### src/rtl/mem_arbiter_pkg.sv
// mem_arbiter_pkg
//   Shared definitions for the memory arbiter slice. It holds the following:
//   - the FSM state encoding
//   - the owner codes, which also index the grant vector
//   - the byte-lane mask width
//   - a helper that maps an owner onto its busy state
package mem_arbiter_pkg;

  localparam int MA_MASK_W = 4;
  localparam int MA_GNT_W  = 2;

  typedef enum logic [1:0] {
    MA_IDLE    = 2'd0,
    MA_BUSY_IF = 2'd1,
    MA_BUSY_DM = 2'd2
  } ma_state_e;

  // Owner codes double as bit positions in the grant vector.
  typedef enum logic {
    MA_OWN_IF = 1'b0,
    MA_OWN_DM = 1'b1
  } ma_owner_e;

  function automatic ma_state_e ma_busy_state(input ma_owner_e owner);
    ma_state_e st_s;
    case (owner)
      MA_OWN_IF: st_s = MA_BUSY_IF;
      MA_OWN_DM: st_s = MA_BUSY_DM;
      default:   st_s = MA_IDLE;
    endcase
    return st_s;
  endfunction

endpackage

### src/rtl/mem_arbiter_if.sv
// mem_arbiter_if
//   Bundles the arbiter's three buses:
//   - fetch requester
//   - load/store requester
//   - unified memory
//
//   The master modport is the arbiter's own view. It drives the grants, the
//   responses, the stalls and the memory request. The slave modport is the
//   environment's view: the pipeline stages together with the memory model.
interface mem_arbiter_if
  import mem_arbiter_pkg::*;
#(
  parameter int AWIDTH = 32,
  parameter int DWIDTH = 32
);

  // fetch requester
  logic                 ma_i_if_req;
  logic [AWIDTH-1:0]    ma_i_if_addr;
  logic                 ma_o_if_gnt;
  logic                 ma_o_if_valid;
  logic [DWIDTH-1:0]    ma_o_if_rdata;
  logic                 ma_o_if_stall;

  // load/store requester
  logic                 ma_i_dm_req;
  logic                 ma_i_dm_we;
  logic [MA_MASK_W-1:0] ma_i_dm_mask;
  logic [AWIDTH-1:0]    ma_i_dm_addr;
  logic [DWIDTH-1:0]    ma_i_dm_wdata;
  logic                 ma_o_dm_gnt;
  logic                 ma_o_dm_valid;
  logic [DWIDTH-1:0]    ma_o_dm_rdata;
  logic                 ma_o_dm_stall;

  // unified memory
  logic                 ma_o_mem_req;
  logic                 ma_o_mem_we;
  logic [MA_MASK_W-1:0] ma_o_mem_mask;
  logic [AWIDTH-1:0]    ma_o_mem_addr;
  logic [DWIDTH-1:0]    ma_o_mem_wdata;
  logic                 ma_i_mem_ack;
  logic [DWIDTH-1:0]    ma_i_mem_rdata;

  modport master (
    input  ma_i_if_req, ma_i_if_addr,
    output ma_o_if_gnt, ma_o_if_valid, ma_o_if_rdata, ma_o_if_stall,
    input  ma_i_dm_req, ma_i_dm_we, ma_i_dm_mask, ma_i_dm_addr, ma_i_dm_wdata,
    output ma_o_dm_gnt, ma_o_dm_valid, ma_o_dm_rdata, ma_o_dm_stall,
    output ma_o_mem_req, ma_o_mem_we, ma_o_mem_mask, ma_o_mem_addr, ma_o_mem_wdata,
    input  ma_i_mem_ack, ma_i_mem_rdata
  );

  modport slave (
    output ma_i_if_req, ma_i_if_addr,
    input  ma_o_if_gnt, ma_o_if_valid, ma_o_if_rdata, ma_o_if_stall,
    output ma_i_dm_req, ma_i_dm_we, ma_i_dm_mask, ma_i_dm_addr, ma_i_dm_wdata,
    input  ma_o_dm_gnt, ma_o_dm_valid, ma_o_dm_rdata, ma_o_dm_stall,
    input  ma_o_mem_req, ma_o_mem_we, ma_o_mem_mask, ma_o_mem_addr, ma_o_mem_wdata,
    output ma_i_mem_ack, ma_i_mem_rdata
  );

endinterface

### src/rtl/mem_arb_pick.sv
// mem_arb_pick
//   Combinational winner selection between fetch and data requests.
//
//   Inputs:
//   - if_req, dm_req : request lines
//   - starve_cnt     : current count of fetch losses
//   - starve_limit   : the loss count at which fetch is forced to win
//
//   Outputs:
//   - gnt            : one-hot grant, indexed by ma_owner_e
//   - starve_cnt_nxt : the counter value if this grant is taken
//
//   There is no state in this block. The caller decides whether the result is
//   used, which only happens when the arbiter is idle.
module mem_arb_pick
  import mem_arbiter_pkg::*;
#(
  parameter int CNT_W = 3
) (
  input  logic                if_req,
  input  logic                dm_req,
  input  logic [CNT_W-1:0]    starve_cnt,
  input  logic [CNT_W-1:0]    starve_limit,
  output logic [MA_GNT_W-1:0] gnt,
  output logic [CNT_W-1:0]    starve_cnt_nxt
);

  // winner and starvation-counter update
  always_comb begin
    gnt            = {MA_GNT_W{1'b0}};
    starve_cnt_nxt = starve_cnt;
    if (if_req && dm_req) begin
      // ">=" keeps a corrupted counter from letting data win forever.
      if (starve_cnt >= starve_limit) begin
        gnt[MA_OWN_IF] = 1'b1;
        starve_cnt_nxt = {CNT_W{1'b0}};
      end else begin
        gnt[MA_OWN_DM] = 1'b1;
        // Below the limit, so +1 saturates exactly at starve_limit.
        starve_cnt_nxt = starve_cnt + CNT_W'(1);
      end
    end else if (if_req) begin
      gnt[MA_OWN_IF] = 1'b1;
      starve_cnt_nxt = {CNT_W{1'b0}};
    end else if (dm_req) begin
      gnt[MA_OWN_DM] = 1'b1;
      starve_cnt_nxt = starve_cnt;
    end else begin
      gnt            = {MA_GNT_W{1'b0}};
      starve_cnt_nxt = starve_cnt;
    end
  end

endmodule

### src/rtl/mem_arbiter.sv
// mem_arbiter
//   Shares one single-ported, variable-latency memory between instruction
//   fetch and load/store. At most one transaction is outstanding at a time.
//
//   Flow of a transaction:
//   - The request is latched in IDLE.
//   - It is driven to memory until ack.
//   - It is returned to its owner as a one-cycle valid pulse.
//
//   Ports:
//   - ma_clk, ma_rst : clock, and synchronous active-high reset
//   - bus (master)   : carries the following groups
//       - fetch req/addr/gnt/valid/rdata/stall
//       - data req/we/mask/addr/wdata/gnt/valid/rdata/stall
//       - memory req/we/mask/addr/wdata/ack/rdata
//
//   Grant and stall outputs are combinational. All other outputs are
//   registered.
module mem_arbiter
  import mem_arbiter_pkg::*;
#(
  parameter int AWIDTH       = 32,
  parameter int DWIDTH       = 32,
  parameter int STARVE_LIMIT = 4
) (
  input  logic          ma_clk,
  input  logic          ma_rst,
  mem_arbiter_if.master bus
);

  localparam int CNT_W = $clog2(STARVE_LIMIT + 1);
  localparam logic [CNT_W-1:0] LIMIT_C = CNT_W'(STARVE_LIMIT);

  ma_state_e            state_r;
  logic [CNT_W-1:0]     starve_cnt_r;
  logic                 mem_req_r;
  logic                 mem_we_r;
  logic [MA_MASK_W-1:0] mem_mask_r;
  logic [AWIDTH-1:0]    mem_addr_r;
  logic [DWIDTH-1:0]    mem_wdata_r;
  logic                 if_valid_r;
  logic [DWIDTH-1:0]    if_rdata_r;
  logic                 dm_valid_r;
  logic [DWIDTH-1:0]    dm_rdata_r;

  logic [MA_GNT_W-1:0]  pick_gnt_s;
  logic [CNT_W-1:0]     pick_cnt_s;
  logic                 idle_s;
  logic                 if_gnt_s;
  logic                 dm_gnt_s;
  ma_owner_e            win_owner_s;

  mem_arb_pick #(
    .CNT_W (CNT_W)
  ) u_pick (
    .if_req         (bus.ma_i_if_req),
    .dm_req         (bus.ma_i_dm_req),
    .starve_cnt     (starve_cnt_r),
    .starve_limit   (LIMIT_C),
    .gnt            (pick_gnt_s),
    .starve_cnt_nxt (pick_cnt_s)
  );

  // A grant is only offered while idle and out of reset.
  assign idle_s      = (state_r == MA_IDLE) & ~ma_rst;
  assign if_gnt_s    = idle_s & pick_gnt_s[MA_OWN_IF];
  assign dm_gnt_s    = idle_s & pick_gnt_s[MA_OWN_DM];
  assign win_owner_s = dm_gnt_s ? MA_OWN_DM : MA_OWN_IF;

  // FSM with request latch, starvation counter and response registers.
  always_ff @(posedge ma_clk) begin
    if (ma_rst) begin
      state_r      <= MA_IDLE;
      starve_cnt_r <= {CNT_W{1'b0}};
      mem_req_r    <= 1'b0;
      mem_we_r     <= 1'b0;
      mem_mask_r   <= {MA_MASK_W{1'b0}};
      mem_addr_r   <= {AWIDTH{1'b0}};
      mem_wdata_r  <= {DWIDTH{1'b0}};
      if_valid_r   <= 1'b0;
      if_rdata_r   <= {DWIDTH{1'b0}};
      dm_valid_r   <= 1'b0;
      dm_rdata_r   <= {DWIDTH{1'b0}};
    end else begin
      // Valids are single-cycle pulses.
      if_valid_r <= 1'b0;
      dm_valid_r <= 1'b0;
      case (state_r)
        MA_IDLE: begin
          // A stray ack while idle falls through here untouched.
          if (if_gnt_s || dm_gnt_s) begin
            starve_cnt_r <= pick_cnt_s;
            mem_req_r    <= 1'b1;
            state_r      <= ma_busy_state(win_owner_s);
            if (dm_gnt_s) begin
              mem_we_r    <= bus.ma_i_dm_we;
              mem_mask_r  <= bus.ma_i_dm_mask;
              mem_addr_r  <= bus.ma_i_dm_addr;
              mem_wdata_r <= bus.ma_i_dm_wdata;
            end else begin
              mem_we_r    <= 1'b0;
              mem_mask_r  <= {MA_MASK_W{1'b0}};
              mem_addr_r  <= bus.ma_i_if_addr;
              mem_wdata_r <= {DWIDTH{1'b0}};
            end
          end else begin
            state_r <= MA_IDLE;
          end
        end
        MA_BUSY_IF: begin
          if (bus.ma_i_mem_ack) begin
            if_rdata_r <= bus.ma_i_mem_rdata;
            if_valid_r <= 1'b1;
            mem_req_r  <= 1'b0;
            state_r    <= MA_IDLE;
          end else begin
            state_r <= MA_BUSY_IF;
          end
        end
        MA_BUSY_DM: begin
          if (bus.ma_i_mem_ack) begin
            // A store completes with zero read data.
            dm_rdata_r <= mem_we_r ? {DWIDTH{1'b0}} : bus.ma_i_mem_rdata;
            dm_valid_r <= 1'b1;
            mem_req_r  <= 1'b0;
            state_r    <= MA_IDLE;
          end else begin
            state_r <= MA_BUSY_DM;
          end
        end
        default: begin
          // Recovery from an illegal encoding: drop any request and idle.
          mem_req_r <= 1'b0;
          state_r   <= MA_IDLE;
        end
      endcase
    end
  end

  assign bus.ma_o_if_gnt    = if_gnt_s;
  assign bus.ma_o_dm_gnt    = dm_gnt_s;
  assign bus.ma_o_if_valid  = if_valid_r;
  assign bus.ma_o_if_rdata  = if_rdata_r;
  assign bus.ma_o_dm_valid  = dm_valid_r;
  assign bus.ma_o_dm_rdata  = dm_rdata_r;
  assign bus.ma_o_mem_req   = mem_req_r;
  assign bus.ma_o_mem_we    = mem_we_r;
  assign bus.ma_o_mem_mask  = mem_mask_r;
  assign bus.ma_o_mem_addr  = mem_addr_r;
  assign bus.ma_o_mem_wdata = mem_wdata_r;

  // Stall while a request waits for a grant or the owner's transaction is in
  // flight. The valid cycle itself is already back in IDLE.
  assign bus.ma_o_if_stall = ~ma_rst &
                             ((bus.ma_i_if_req & ~if_gnt_s) | (state_r == MA_BUSY_IF));
  assign bus.ma_o_dm_stall = ~ma_rst &
                             ((bus.ma_i_dm_req & ~dm_gnt_s) | (state_r == MA_BUSY_DM));

endmodule

### src/flat_wrapper.sv
// flat-port wrapper written by rule: the top's interface ports become plain ports
module mem_arbiter_flat import mem_arbiter_pkg::*;
#(
  parameter int AWIDTH       = 32,
  parameter int DWIDTH       = 32,
  parameter int STARVE_LIMIT = 4
)
  (ma_clk, ma_rst, bus_ma_i_if_req, bus_ma_i_if_addr, bus_ma_o_if_gnt, bus_ma_o_if_valid, bus_ma_o_if_rdata, bus_ma_o_if_stall, bus_ma_i_dm_req, bus_ma_i_dm_we, bus_ma_i_dm_mask, bus_ma_i_dm_addr, bus_ma_i_dm_wdata, bus_ma_o_dm_gnt, bus_ma_o_dm_valid, bus_ma_o_dm_rdata, bus_ma_o_dm_stall, bus_ma_o_mem_req, bus_ma_o_mem_we, bus_ma_o_mem_mask, bus_ma_o_mem_addr, bus_ma_o_mem_wdata, bus_ma_i_mem_ack, bus_ma_i_mem_rdata);
  mem_arbiter_if #(.AWIDTH(AWIDTH), .DWIDTH(DWIDTH)) bus_i ();
  input  logic ma_clk;
  input  logic ma_rst;
  input wire logic [$bits(bus_i.ma_i_if_req)-1:0] bus_ma_i_if_req;
  input wire logic [$bits(bus_i.ma_i_if_addr)-1:0] bus_ma_i_if_addr;
  output wire logic [$bits(bus_i.ma_o_if_gnt)-1:0] bus_ma_o_if_gnt;
  output wire logic [$bits(bus_i.ma_o_if_valid)-1:0] bus_ma_o_if_valid;
  output wire logic [$bits(bus_i.ma_o_if_rdata)-1:0] bus_ma_o_if_rdata;
  output wire logic [$bits(bus_i.ma_o_if_stall)-1:0] bus_ma_o_if_stall;
  input wire logic [$bits(bus_i.ma_i_dm_req)-1:0] bus_ma_i_dm_req;
  input wire logic [$bits(bus_i.ma_i_dm_we)-1:0] bus_ma_i_dm_we;
  input wire logic [$bits(bus_i.ma_i_dm_mask)-1:0] bus_ma_i_dm_mask;
  input wire logic [$bits(bus_i.ma_i_dm_addr)-1:0] bus_ma_i_dm_addr;
  input wire logic [$bits(bus_i.ma_i_dm_wdata)-1:0] bus_ma_i_dm_wdata;
  output wire logic [$bits(bus_i.ma_o_dm_gnt)-1:0] bus_ma_o_dm_gnt;
  output wire logic [$bits(bus_i.ma_o_dm_valid)-1:0] bus_ma_o_dm_valid;
  output wire logic [$bits(bus_i.ma_o_dm_rdata)-1:0] bus_ma_o_dm_rdata;
  output wire logic [$bits(bus_i.ma_o_dm_stall)-1:0] bus_ma_o_dm_stall;
  output wire logic [$bits(bus_i.ma_o_mem_req)-1:0] bus_ma_o_mem_req;
  output wire logic [$bits(bus_i.ma_o_mem_we)-1:0] bus_ma_o_mem_we;
  output wire logic [$bits(bus_i.ma_o_mem_mask)-1:0] bus_ma_o_mem_mask;
  output wire logic [$bits(bus_i.ma_o_mem_addr)-1:0] bus_ma_o_mem_addr;
  output wire logic [$bits(bus_i.ma_o_mem_wdata)-1:0] bus_ma_o_mem_wdata;
  input wire logic [$bits(bus_i.ma_i_mem_ack)-1:0] bus_ma_i_mem_ack;
  input wire logic [$bits(bus_i.ma_i_mem_rdata)-1:0] bus_ma_i_mem_rdata;
  assign bus_i.ma_i_if_req = bus_ma_i_if_req;
  assign bus_i.ma_i_if_addr = bus_ma_i_if_addr;
  assign bus_ma_o_if_gnt = bus_i.ma_o_if_gnt;
  assign bus_ma_o_if_valid = bus_i.ma_o_if_valid;
  assign bus_ma_o_if_rdata = bus_i.ma_o_if_rdata;
  assign bus_ma_o_if_stall = bus_i.ma_o_if_stall;
  assign bus_i.ma_i_dm_req = bus_ma_i_dm_req;
  assign bus_i.ma_i_dm_we = bus_ma_i_dm_we;
  assign bus_i.ma_i_dm_mask = bus_ma_i_dm_mask;
  assign bus_i.ma_i_dm_addr = bus_ma_i_dm_addr;
  assign bus_i.ma_i_dm_wdata = bus_ma_i_dm_wdata;
  assign bus_ma_o_dm_gnt = bus_i.ma_o_dm_gnt;
  assign bus_ma_o_dm_valid = bus_i.ma_o_dm_valid;
  assign bus_ma_o_dm_rdata = bus_i.ma_o_dm_rdata;
  assign bus_ma_o_dm_stall = bus_i.ma_o_dm_stall;
  assign bus_ma_o_mem_req = bus_i.ma_o_mem_req;
  assign bus_ma_o_mem_we = bus_i.ma_o_mem_we;
  assign bus_ma_o_mem_mask = bus_i.ma_o_mem_mask;
  assign bus_ma_o_mem_addr = bus_i.ma_o_mem_addr;
  assign bus_ma_o_mem_wdata = bus_i.ma_o_mem_wdata;
  assign bus_i.ma_i_mem_ack = bus_ma_i_mem_ack;
  assign bus_i.ma_i_mem_rdata = bus_ma_i_mem_rdata;
  mem_arbiter #(.AWIDTH(AWIDTH), .DWIDTH(DWIDTH), .STARVE_LIMIT(STARVE_LIMIT)) u_core (.ma_clk(ma_clk), .ma_rst(ma_rst), .bus(bus_i));
endmodule
### config.mk
export PLATFORM = sky130hd
export DESIGN_NAME = mem_arbiter_flat
export DESIGN_NICKNAME = d
export VERILOG_FILES = /design/src/rtl/mem_arbiter_pkg.sv /design/src/rtl/mem_arbiter_if.sv /design/src/rtl/mem_arb_pick.sv /design/src/rtl/mem_arbiter.sv /design/src/flat_wrapper.sv
export SDC_FILE = /design/constraint.sdc
export NUM_CORES = 1
export LEC_CHECK = 0
export CAP_MARGIN = 15
export CORE_MARGIN = 2
export CORE_UTILIZATION = 42
export CTS_CLUSTER_DIAMETER = 60
export CTS_CLUSTER_SIZE = 20
export DETAILED_ROUTE_END_ITERATION = 16
export PLACE_DENSITY_LB_ADDON = 0.15
export SKIP_LAST_GASP = 1
export SLEW_MARGIN = 20
export SYNTH_ARGS = -nofsm -noshare
export SYNTH_HDL_FRONTEND = slang
export SYNTH_HIERARCHICAL = 1
export SYNTH_SLANG_ARGS = --single-unit
### constraint.sdc
create_clock -name ma_clk -period 6.1 [get_ports ma_clk]
set_clock_uncertainty 0.05 [all_clocks]
set_input_delay 1.22 -clock ma_clk [delete_from_list [all_inputs] [get_ports ma_clk]]
set_output_delay 1.22 -clock ma_clk [all_outputs]
set_load 0.01 [all_outputs]
Word-level counts from Yosys, hierarchy flattened
Cells that the tools add are included.
- register bits after elaboration: 141
- input bits: 138
- output and inout port bits: 140
- $add $sub $neg: 1
- magnitude comparators: 1
- eq/ne operators: 4
- muxes and demuxes: 24
- bitwise operators: 15
- reduce and logical (&&, ||, !) cells: 12
- operators by type and width (operator ; count):
    $mux W32 ; 3
    $mux W1 ; 11
    $mux W3 ; 3
    $reduce_and A2 Y1 ; 4
    $and A1 B1 Y1 ; 7
    $mux W2 ; 3
    $not A1 Y1 ; 6
    $pmux W2 S3 ; 1
    $reduce_or A2 Y1 ; 3
    $mux W4 ; 1
    $pmux W2 S2 ; 1
    $add A3 B1 Y3 const B ; 1
    $ge A3 B3 Y1 const B ; 1
    $reduce_and A3 Y1 ; 1
    $eq A2 B1 Y1 const B ; 1
    $eq A2 B2 Y1 const B ; 1
    $logic_not A2 Y1 ; 1
    $ne A2 B1 Y1 const B ; 1
    $ne A2 B2 Y1 const B ; 1
    $or A1 B1 Y1 ; 2
    $pmux W1 S2 ; 1
    $reduce_bool A2 Y1 ; 1
    $logic_and A1 B1 Y1 ; 1
    $logic_or A1 B1 Y1 ; 1

Logic depth before layout (Yosys ltp)
Gate-level depths: netlist (run 1).
- depth in word-level cells: 9
- depth in mapped cells: 11
- gate-level depth less buffers: 8

Cells and area by module
The synthesis (run 1) kept the hierarchy.
- by module, submodules not included (module ; instances ; cells an instance ; area each (µm²) ; seq. area each (µm²)):
    mem_arbiter ; 1 ; 495 ; 5049.8 ; 2822.7
    mem_arb_pick ; 1 ; 25 ; 198.9 ; 0.0

Least setup slack after synthesis (run 1)
No wires, ideal clock.
- kind: input port to output port
- from: input port bus_ma_i_dm_req
- to: output port bus_ma_o_dm_stall
- arrival: 2614 ps
- setup slack: 2216 ps
- stages: 9
- path buffers: 3
- path through: nor2b_4 o211ai_4 a21boi_0 buf_6 and3b_1 clkbuf_1 clkbuf_1 nand2b_1 a21oi_1
- longest elaborated chain between the ends: 8
- ends and longest elaborated chain (what ; RTL line ; RTL):
    start, declared ; flat_wrapper.sv:18 ; input wire logic [$bits(bus_i.ma_i_dm_req)-1:0] bus_ma_i_dm_req;
    $mux W1 ; mem_arb_pick.sv:45 ; end else if (dm_req) begin
    $mux W1 ; mem_arb_pick.sv:42 ; end else if (if_req) begin
    $mux W2 * ; mem_arb_pick.sv:32 ; if (if_req && dm_req) begin
    net u_core.pick_gnt_s[1] ; mem_arbiter.sv:46 ; logic [MA_GNT_W-1:0] pick_gnt_s;
    $and A1 B1 Y1 * ; mem_arbiter.sv:67 ; assign dm_gnt_s = idle_s & pick_gnt_s[MA_OWN_DM];
    $not A1 Y1 * ; mem_arbiter.sv:157 ; ((bus.ma_i_dm_req & ~dm_gnt_s) | (state_r == MA_BUSY_DM));
    $and A1 B1 Y1 * ; mem_arbiter.sv:157 ;
    $or A1 B1 Y1 * ; mem_arbiter.sv:157 ;
    $and A1 B1 Y1 * ; mem_arbiter.sv:156 ; assign bus.ma_o_dm_stall = ~ma_rst &
    end, declared ; flat_wrapper.sv:26 ; output wire logic [$bits(bus_i.ma_o_dm_stall)-1:0] bus_ma_o_dm_stall;
Mark *: on every way through the listed nets, which the timed path passes. The rest lies on a longest branch.

Worst setup path after layout (run 1)
Ends and elaborated chain as after synthesis.

==> results.json, run 1 <==
{
  "critPathTopFamily": "buffers and inverters",
  "detailroute.wirelength.met2_um": 7880,
  "diodes": 0,
  "synth_compound_area_share_pct": 25.1,
  "wl_met3_um": 1390,
  "grt_pass1_wl_um": 24600,
  "cp-start-kind": "primary input",
  "fin_tns_setup_ps": 0,
  "cp.arrival_ps": 3650,
  "vias": 4943,
  "power_mw": 2.52,
  "clockBufferDepth": 2,
  "crit_path_top_delay_cell": "and3b_1",
  "gp_congestion": 0.841,
  "placement.io_buffers": 277,
  "critPathBufInv": 2,
  "met1_length_um": 6310,
  "cp_cell_sequence": "clkdlybuf4s50_1 -> nor2b_4 -> o211ai_4 -> a21boi_4 -> and3b_1 -> nand2b_1 -> a21oi_1 -> clkdlybuf4s50_1",
  "dieArea_sq_mm": 0.0134,
  "rrSetupSlack_ps": 2920,
  "powerDensity_mw_per_mm2": 287,
  "hpwl_um": 11400,
  "setup_ws_ps": 1180,
  "ios": 278,
  "finalWirelength_um": 15900,
  "ys_warn_count": 6,
  "place_ws_ps": 1210,
  "synth_top_area_cell": "dfxtp_1",
  "r2r-start": "u_core/starve_cnt_r[1]$_SDFFE_PP0P_",
  "synth.area.mux_share_pct": 5.91,
  "required_ps": 4830,
  "cp-end-kind": "output port",
  "globalRouteOverflowTotal": 0,
  "hold_buffers": 0,
  "synth.most_common_cell": "dfxtp_1",
  "crit_path_frequent_cell": "clkdlybuf4s50_1",
  "path_class": "in -> out",
  "grt_start_max_net_pins": 48,
  "grt_pass1_vias": 4870,
  "ys.flop_type": "dfxtp_1",
  "max_stage_delay_ps": 600,
  "initial_core_util_pct": 43.3,
  "synth_fa_ha_area_share_pct": 1.91,
  "ctsResizeCount": 0,
  "postCtsSetupRepairBufs": 0,
  "setup_viol": 0,
  "synth-simple-area-share_pct": 8.18,
  "rsz0062_at_grt": "no",
  "synth_area_leaders": "dfxtp_1, a22o_1, a21oi_1, mux2i_1, nand2_1",
  "hold_start": "u_core/bus.ma_o_if_rdata[14]$_SDFFE_PP0P_",
  "maxSlewViolCount": 0,
  "cts_buffers": 17,
  "synth_xor_area_share_pct": 0,
  "routed.top_layer": "met4",
  "antenna_found_initial": 0,
  "ys_seq_area_share_pct": 53.8,
  "max-cap-violations": 0,
  "period_minus_slack_ps": 4920,
  "die_w_um": 116,
  "worst_pin_slew_ps": 966,
  "netlist_instances": 520,
  "worstHoldPathCells": 2,
  "vias_per_cell": 5.14,
  "timing.fmax_ghz": 0.203,
  "row_count": 40,
  "synth_top_area_share_pct": 53.8,
  "coreArea_sq_mm": 0.0121,
  "antenna_left": 0,
  "drive_gt1_share_pct": 6.31,
  "final.period_utilization_pct": 80.6,
  "firstDrtPassIters": 4,
  "cts_tree": "yes",
  "cts_root_buffer": "clkbuf_16",
  "area_delta_synth_final_pct": 67.3,
  "status": "finished clean",
  "grt_use_total_pct": 23.4,
  "ys_types": 35,
  "p_leak_nw": 3.28,
  "cts.sinks": 141,
  "synth_edf_count": 0,
  "min_path_type": "reg -> reg",
  "rr_endpoint": "u_core/bus.ma_o_mem_wdata[27]$_SDFFE_PP0P_",
  "drcViolationCount": 0,
  "async_flop_share_pct": 0,
  "synthesis.area_sq_mm": 0.00525,
  "synth_commonest_cells": "dfxtp_1, a21oi_1, nand2_1",
  "clkSlewWorstSetupHoldPaths_ps": 50,
  "drt_iter0_drc": 291,
  "crit_path_max_fanout": 17,
  "insertion_delay_ps": 400,
  "hold_end": "u_core/bus.ma_o_if_rdata[14]$_SDFFE_PP0P_",
  "hold_violations": 0,
  "layout.nets": 926,
  "reg2reg_depth": 9,
  "avgRoutedWirePerCell_um": 16.5,
  "fp.dieH_um": 116,
  "synth_seq_cells": 141,
  "slew_headroom_pct": 35.4,
  "final_util_pct": 72.5,
  "avgSynthCellArea_sq_um": 10.1,
  "ctsHtreeMaxLevel": 4,
  "synth_top_family_by_area": "compound AO/OA/AOI/OAI gates",
  "ir_drop_uv": 152
}
==> stage by stage <==
stage               hold slack, ps  std cells  area [sq um]
floorplan                      431        521          5250
global placement               391        929          8100
detailed placement             396        929          8100
CTS                            404        961          8780
global route                   426        961          8780
finish                         404        961          8780
==> tightest hold or removal path, delay by kind of cell (launching register included) <==
kind / cells / cell delay (ps)
DFF: 1 / 300
AOI/OAI and AO/OA: 1 / 50
and+or+nand+nor: 1 / 50
==> state kept, by name (all words and copies together), names as in the netlist, 2 cells and up <==
name and flops:
u_core/bus.ma_o_mem_wdata 32, u_core/bus.ma_o_mem_addr 32, u_core/bus.ma_o_if_rdata 32, u_core/starve_cnt_r 3
u_core/bus.ma_o_mem_mask 4, u_core/state_r 2, u_core/bus.ma_o_dm_rdata 32
==> cell usage in the layout (no fill, tap or decap), types with 4 or more instances in the layout <==
cell,n
a211oi_1,31
a21oi_1,71
a22o_1,69
buf_4,8
bufinv_16,6
clkbuf_16,17
clkdlybuf4s50_1,276
dfxtp_1,141
ha_1,8
inv_1,11
mux2i_1,31
nand2_1,69
nand2b_1,5
nor2_1,4
o21ai_0,4
==> cells by family after synthesis <==
kind of cell	after synthesis
AO/OA/AOI/OAI	185
adder cells (fa/ha/maj)	8
buffers and inverters	56
flip-flops	141
multiplexers	31
other	2
AND/OR/NAND/NOR	97
==> worst max path at each step <==
stage | to | start | cells past startpoint | slack, ps
2_1_floorplan | bus_ma_o_dm_stall | bus_ma_i_dm_req | 9 | 2220
3_3_place_gp | bus_ma_o_dm_stall | bus_ma_i_dm_req | 8 | 1190
3_5_place_dp | bus_ma_o_dm_stall | bus_ma_i_dm_req | 8 | 1210
4_1_cts | bus_ma_o_dm_stall | bus_ma_i_dm_req | 8 | 1170
5_1_grt | bus_ma_o_dm_stall | bus_ma_i_dm_req | 8 | 1050
6_report | bus_ma_o_dm_stall | bus_ma_i_dm_req | 8 | 1180
==> report_power, final <==
| part | internal (mW) | switching [mW] |
|---|---|---|
| clock network | 0.803 | 0.379 |
| registers | 0.965 | 0.0242 |
| logic | 0.203 | 0.150 |
| total | 1.97 | 0.553 |
==> layer usage <==
metal  vias up  track usage, %
met4         0            8.65
met1      2318            26.8
li1       2397               -
met5         -               0
met2       209            39.9
met3        19            8.79
==> area by class of cell <==
class / instances / area (sq um)
flip-flops and latches: 141 / 2820
repair buffers: 285 / 2830
well taps: 168 / 210
multi-input cells: 324 / 2200
inverters: 11 / 41.3
fillers: 917 / 3330
clock buffers: 23 / 478
clock inverters: 9 / 205
(Power assumes the default switching activity.)
==> run 2: changes to the inputs <==
--- a/config.mk
+++ b/config.mk
@@ -7,7 +7,7 @@
 export LEC_CHECK = 0
 export CAP_MARGIN = 15
 export CORE_MARGIN = 2
-export CORE_UTILIZATION = 42
+export CORE_UTILIZATION = 35
 export CTS_CLUSTER_DIAMETER = 60
 export CTS_CLUSTER_SIZE = 20
 export DETAILED_ROUTE_END_ITERATION = 16
==> constraint.sdc (replaced) <==
create_clock -name ma_clk -period 4.1 [get_ports ma_clk]
set_clock_uncertainty 0.05 [all_clocks]
set_input_delay 0.82 -clock ma_clk [delete_from_list [all_inputs] [get_ports ma_clk]]
set_output_delay 0.82 -clock ma_clk [all_outputs]
set_load 0.01 [all_outputs]
==> results.json, run 2 (same netlist as run 1, synthesis figures left out) <==
{
  "crit_path_max_fanout": 5,
  "cts_root_buffer": "clkbuf_16",
  "row_count": 44,
  "hold_end": "u_core/bus.ma_o_if_rdata[7]$_SDFFE_PP0P_",
  "diodes": 0,
  "power.clock.fraction_pct": 44.6,
  "ctsHtreeMaxLevel": 4,
  "drt_iter0_drc": 288,
  "final.period_utilization_pct": 90.3,
  "p_int_mw": 2.78,
  "powerDensity_mw_per_mm2": 411,
  "maxSlewViolCount": 0,
  "min_path_type": "reg -> reg",
  "grt_pass1_vias": 4885,
  "area_delta_synth_final_pct": 67.1,
  "cp-start-kind": "primary input",
  "placement.io_buffers": 277,
  "vias_per_cell": 5.02,
  "antenna_found_initial": 0,
  "max_stage_delay_ps": 580,
  "vias": 4921,
  "p_sw_share_pct": 22.9,
  "crit_path_top_delay_cell": "clkdlybuf4s50_1",
  "wl_met3_um": 1270,
  "grt_start_max_net_pins": 41,
  "seqPwrFrac_pct": 40.8,
  "gp_congestion": 0.797,
  "hpwl_um": 11700,
  "antenna_left": 0,
  "clockBufferDepth": 2,
  "rrSetupSlack_ps": 1020,
  "drcViolationCount": 0,
  "critPathBufInv": 2,
  "setup_viol": 0,
  "detailroute.wirelength.met2_um": 7650,
  "mostFrequentLayoutCells": "clkdlybuf4s50_1, dfxtp_1, a21oi_1",
  "coreArea_sq_mm": 0.0146,
  "initial_core_util_pct": 36.0,
  "postCtsSetupRepairBufs": 0,
  "path_class": "in -> out",
  "status": "finished clean",
  "p_leak_nw": 3.27,
  "drive_gt1_share_pct": 6.78,
  "grt_use_total_pct": 19.7,
  "hold_violations": 0,
  "p_comb_share_pct": 14.6,
  "cp_cell_sequence": "clkdlybuf4s50_1 -> nor2b_4 -> o211ai_4 -> and2_1 -> nand3b_1 -> a21oi_1 -> nor2_1 -> clkdlybuf4s50_1",
  "clkSlewWorstSetupHoldPaths_ps": 60,
  "worstHoldPathCells": 2,
  "slew_headroom_pct": 34.8,
  "cts.sinks": 141,
  "ir_drop_uv": 283,
  "dieArea_sq_mm": 0.0160,
  "critPathTopFamily": "buffers and inverters",
  "crit_path_frequent_cell": "clkdlybuf4s50_1",
  "grt_pass1_wl_um": 25000,
  "final_util_pct": 60.1,
  "cp-end-kind": "output port",
  "fin_tns_setup_ps": 0,
  "rsz0062_at_grt": "no",
  "routed.top_layer": "met4",
  "switching_power_uw": 827,
  "timing.fmax_ghz": 0.270,
  "ios": 278,
  "cp.arrival_ps": 2830,
  "r2r-start": "u_core/starve_cnt_r[1]$_SDFFE_PP0P_",
  "max-cap-violations": 0,
  "avgRoutedWirePerCell_um": 16.4,
  "ctsResizeCount": 0,
  "fp.dieH_um": 126,
  "worst_pin_slew_ps": 975,
  "insertion_delay_ps": 410,
  "finalWirelength_um": 16000,
  "cts_tree": "yes",
  "globalRouteOverflowTotal": 0,
  "cts_buffers": 17,
  "hold_start": "u_core/bus.ma_o_if_rdata[7]$_SDFFE_PP0P_",
  "reg2reg_depth": 8,
  "layout.nets": 929,
  "hold_buffers": 0,
  "rr_endpoint": "u_core/bus.ma_o_mem_wdata[1]$_SDFFE_PP0P_",
  "met1_length_um": 6770,
  "layout_commonest_cell": "clkdlybuf4s50_1",
  "firstDrtPassIters": 4,
  "period_minus_slack_ps": 3700,
  "required_ps": 3230,
  "die_w_um": 126
}
[run 2: power groups by stage]
stage          Combinational, mW  Clock (mW)  Sequential (mW)
2_1_floorplan              0.188           0             1.53
3_3_place_gp               0.522           0             1.50
3_5_place_dp               0.528           0             1.50
4_1_cts                    0.531        1.64             1.47
5_1_grt                    0.564        1.71             1.48
6_report                   0.526        1.61             1.47
[run 2: final cells by class]
type                       instances  area, sq um
clock buffer                      23          498
clock inverter                     9          131
fill                            1237         5820
inverter                          11         41.3
multi-input combinational        324         2200
sequential                       141         2820
tap                              184          230
timing repair buffer             288         2850
[run 2: per-stage QoR]
stage	power, mW	cells	worst slack [ps]	hold slack (ps)	instance area [sq um]
floorplan	1.71	521	1020	431	5250
finish	3.60	980	396	404	8770
global placement	2.02	948	419	391	8140
global route	3.75	980	254	421	8770
detailed placement	2.03	948	345	396	8140
CTS	3.64	980	394	404	8770
[run 2: how the worst max path moves through the flow]
stage                     from                                   endpoint  cells past startpoint  slack [ps]
6_report       bus_ma_i_dm_req                          bus_ma_o_if_stall                      8         400
5_1_grt        bus_ma_i_dm_req                          bus_ma_o_if_stall                      8         250
4_1_cts        bus_ma_i_dm_req                          bus_ma_o_if_stall                      8         390
2_1_floorplan  bus_ma_i_dm_req                          bus_ma_o_dm_stall                      9        1020
3_3_place_gp   bus_ma_i_dm_req                          bus_ma_o_if_stall                      8         420
3_5_place_dp   bus_ma_i_dm_req  u_core/bus.ma_o_mem_addr[25]$_SDFFE_PP0P_                      9         340
[run 2: worst min-delay path: stages (launching register included)]
cell and delay, ps:
dfxtp_1 300, nand2_1 50, a21oi_1 50
[run 2: per-layer routing]
metal	vias to the layer above	global-route usage (%)
met2	193	32.8
met1	2318	22.5
li1	2393	-
met5	-	0
met4	0	7.37
met3	17	8.18
==> run 3: changes to the inputs <==
--- a/config.mk
+++ b/config.mk
@@ -7,14 +7,12 @@
 export LEC_CHECK = 0
 export CAP_MARGIN = 15
 export CORE_MARGIN = 2
-export CORE_UTILIZATION = 35
+export CORE_UTILIZATION = 36
 export CTS_CLUSTER_DIAMETER = 60
 export CTS_CLUSTER_SIZE = 20
 export DETAILED_ROUTE_END_ITERATION = 16
 export PLACE_DENSITY_LB_ADDON = 0.15
 export SKIP_LAST_GASP = 1
-export SLEW_MARGIN = 20
 export SYNTH_ARGS = -nofsm -noshare
 export SYNTH_HDL_FRONTEND = slang
-export SYNTH_HIERARCHICAL = 1
 export SYNTH_SLANG_ARGS = --single-unit
==> results.json, run 3 <==
{
  "fin_tns_setup_ps": 0,
  "area_delta_synth_final_pct": 61.0,
  "max_stage_delay_ps": 700,
  "insertion_delay_ps": 410,
  "cts_tree": "yes",
  "hpwl_um": 12000,
  "cp-start-kind": "primary input",
  "initial_core_util_pct": 36.5,
  "ys_types": 33,
  "grt_pass1_wl_um": 27700,
  "synth_seq_cells": 141,
  "final_util_pct": 58.7,
  "crit_path_max_fanout": 9,
  "fp.dieH_um": 127,
  "syn-num-nets": 771,
  "clockBufferDepth": 2,
  "final.period_utilization_pct": 85.1,
  "dieArea_sq_mm": 0.0162,
  "crit_path_top_delay_cell": "clkdlybuf4s50_1",
  "synth_area_leaders": "dfxtp_1, a21oi_1, nand3_1, o21ai_0, a22o_1",
  "avgRoutedWirePerCell_um": 16.9,
  "hold_violations": 0,
  "cts.sinks": 141,
  "ys.flop_type": "dfxtp_1",
  "endpoint": "bus_ma_o_dm_stall",
  "placement.io_buffers": 277,
  "vias_per_cell": 5.36,
  "synth_edf_count": 0,
  "row_count": 45,
  "stdcell_area_sq_mm": 0.00883,
  "cts_buffers": 17,
  "synth-simple-area-share_pct": 13.1,
  "antenna_left": 0,
  "place_area_sq_mm": 0.00828,
  "synth.area.mux_share_pct": 0.183,
  "synth_compound_area_share_pct": 27.5,
  "synth_top_area_share_pct": 51.5,
  "path_class": "in -> out",
  "critPathLaunch": "bus_ma_i_if_req",
  "drcViolationCount": 0,
  "drt_iter0_drc": 368,
  "grt_start_max_net_pins": 105,
  "vias": 5722,
  "ir_drop_uv": 277,
  "setup_ws_ps": 610,
  "ys_seq_area_share_pct": 51.5,
  "rr_endpoint": "u_core.bus.ma_o_mem_addr[4]$_SDFFE_PP0P_",
  "layout.nets": 1011,
  "max-cap-violations": 0,
  "maxSlewViolCount": 0,
  "avgSynthCellArea_sq_um": 8.74,
  "grt_use_total_pct": 21.2,
  "powerDensity_mw_per_mm2": 384,
  "place_ws_ps": 616,
  "synth_xor_area_share_pct": 0,
  "cp-end-kind": "output port",
  "synth_top_family_by_area": "compound AO/OA/AOI/OAI gates",
  "rsz0062_at_grt": "no",
  "ctsResizeCount": 0,
  "hold_buffers": 0,
  "required_ps": 3230,
  "period_minus_slack_ps": 3490,
  "firstDrtPassIters": 5,
  "mostFrequentLayoutCells": "clkdlybuf4s50_1, dfxtp_1, a21oi_1",
  "reg2reg_depth": 6,
  "rrSetupSlack_ps": 1720,
  "coreArea_sq_mm": 0.0150,
  "postCtsSetupRepairBufs": 0,
  "timing.fmax_ghz": 0.287,
  "globalRouteOverflowTotal": 0,
  "die_w_um": 127,
  "fin_cells": 1068,
  "r2r-start": "u_core.state_r[0]$_SDFF_PP0_",
  "gp_congestion": 0.779,
  "async_flop_share_pct": 0,
  "layout_commonest_cell": "clkdlybuf4s50_1",
  "cts_root_buffer": "clkbuf_16",
  "cp.arrival_ps": 2620,
  "setup_viol": 0,
  "status": "finished clean",
  "synth_top_area_cell": "dfxtp_1",
  "power_mw": 3.39,
  "antenna_found_initial": 0,
  "grt_pass1_vias": 5568,
  "netlist_instances": 627,
  "worst_pin_slew_ps": 1050,
  "dp_cells": 1035,
  "clkSlewWorstSetupHoldPaths_ps": 60,
  "diodes": 0,
  "min_path_type": "reg -> reg",
  "synth_fa_ha_area_share_pct": 1.37,
  "synth_commonest_cells": "dfxtp_1, a21oi_1, nand2_1, nand3_1, o21ai_0",
  "synth.most_common_cell": "dfxtp_1",
  "crit_path_frequent_cell": "clkdlybuf4s50_1",
  "p_leak_nw": 3.05,
  "ys_warn_count": 0,
  "holdWs_ps": 406,
  "synthesis.area_sq_mm": 0.00548,
  "slew_headroom_pct": 29.8,
  "ios": 278,
  "ctsHtreeMaxLevel": 4,
  "drive_gt1_share_pct": 6.25,
  "finalWirelength_um": 18000,
  "cp_cell_sequence": "clkdlybuf4s50_1 -> a21bo_2 -> o21ai_0 -> a21oi_1 -> clkdlybuf4s50_1"
}
==> run 3: worst max-delay path, delay by kind of cell <==
| kind | cells | cell delay [ps] |
|---|---|---|
| AOI/OAI and AO/OA | 3 | 470 |
| buffers and inverters | 2 | 1320 |
==> run 3: metal layers <==
layer | vias up | GRT usage, % | part of all wire [%]
met5 | - | 0 | 0
met4 | 0 | 10.0 | 2.5
met3 | 35 | 6.03 | 7.1
met2 | 235 | 36.7 | 49
met1 | 2701 | 24.0 | 42
li1 | 2751 | - | -
==> run 3: where the power goes <==
| group | leakage, nW | internal, mW | total, mW | switching [mW] |
|---|---|---|---|---|
| Clock | 0.240 | 0.787 | 1.39 | 0.604 |
| Sequential | 1.15 | 1.43 | 1.46 | 0.0320 |
| Combinational | 1.66 | 0.288 | 0.536 | 0.248 |
| Total | 3.05 | 2.51 | 3.39 | 0.885 |
==> run 3: worst min-delay path by stage <==
stage,start,to,slack (ps),cells past startpoint
after floorplan,u_core.starve_cnt_r[0]$_SDFFE_PP0P_,u_core.starve_cnt_r[0]$_SDFFE_PP0P_,410,2
after global placement,u_core.bus.ma_o_if_rdata[14]$_SDFFE_PP0P_,u_core.bus.ma_o_if_rdata[14]$_SDFFE_PP0P_,390,2
after detailed placement,u_core.bus.ma_o_if_rdata[4]$_SDFFE_PP0P_,u_core.bus.ma_o_if_rdata[4]$_SDFFE_PP0P_,400,2
after CTS,u_core.bus.ma_o_if_rdata[4]$_SDFFE_PP0P_,u_core.bus.ma_o_if_rdata[4]$_SDFFE_PP0P_,410,2
after global routing,u_core.bus.ma_o_if_rdata[20]$_SDFFE_PP0P_,u_core.bus.ma_o_if_rdata[20]$_SDFFE_PP0P_,420,2
final,u_core.bus.ma_o_if_rdata[4]$_SDFFE_PP0P_,u_core.bus.ma_o_if_rdata[4]$_SDFFE_PP0P_,410,2
==> run 3: kinds of logic after synthesis <==
group / count (synthesis)
AO/OA/AOI/OAI: 247
AND/OR/NAND/NOR: 158
flip-flops: 141
buffers and inverters: 74
adder cells (fa/ha/maj): 6
multiplexers: 1
==> run 3: area by class of cell <==
class	instances	area (sq um)
repair buffers	289	2880
clock buffers	19	443
clock inverters	13	92.6
flip-flops and latches	141	2820
fillers	1312	6200
well taps	188	235
multi-input cells	412	2330
inverters	6	22.5
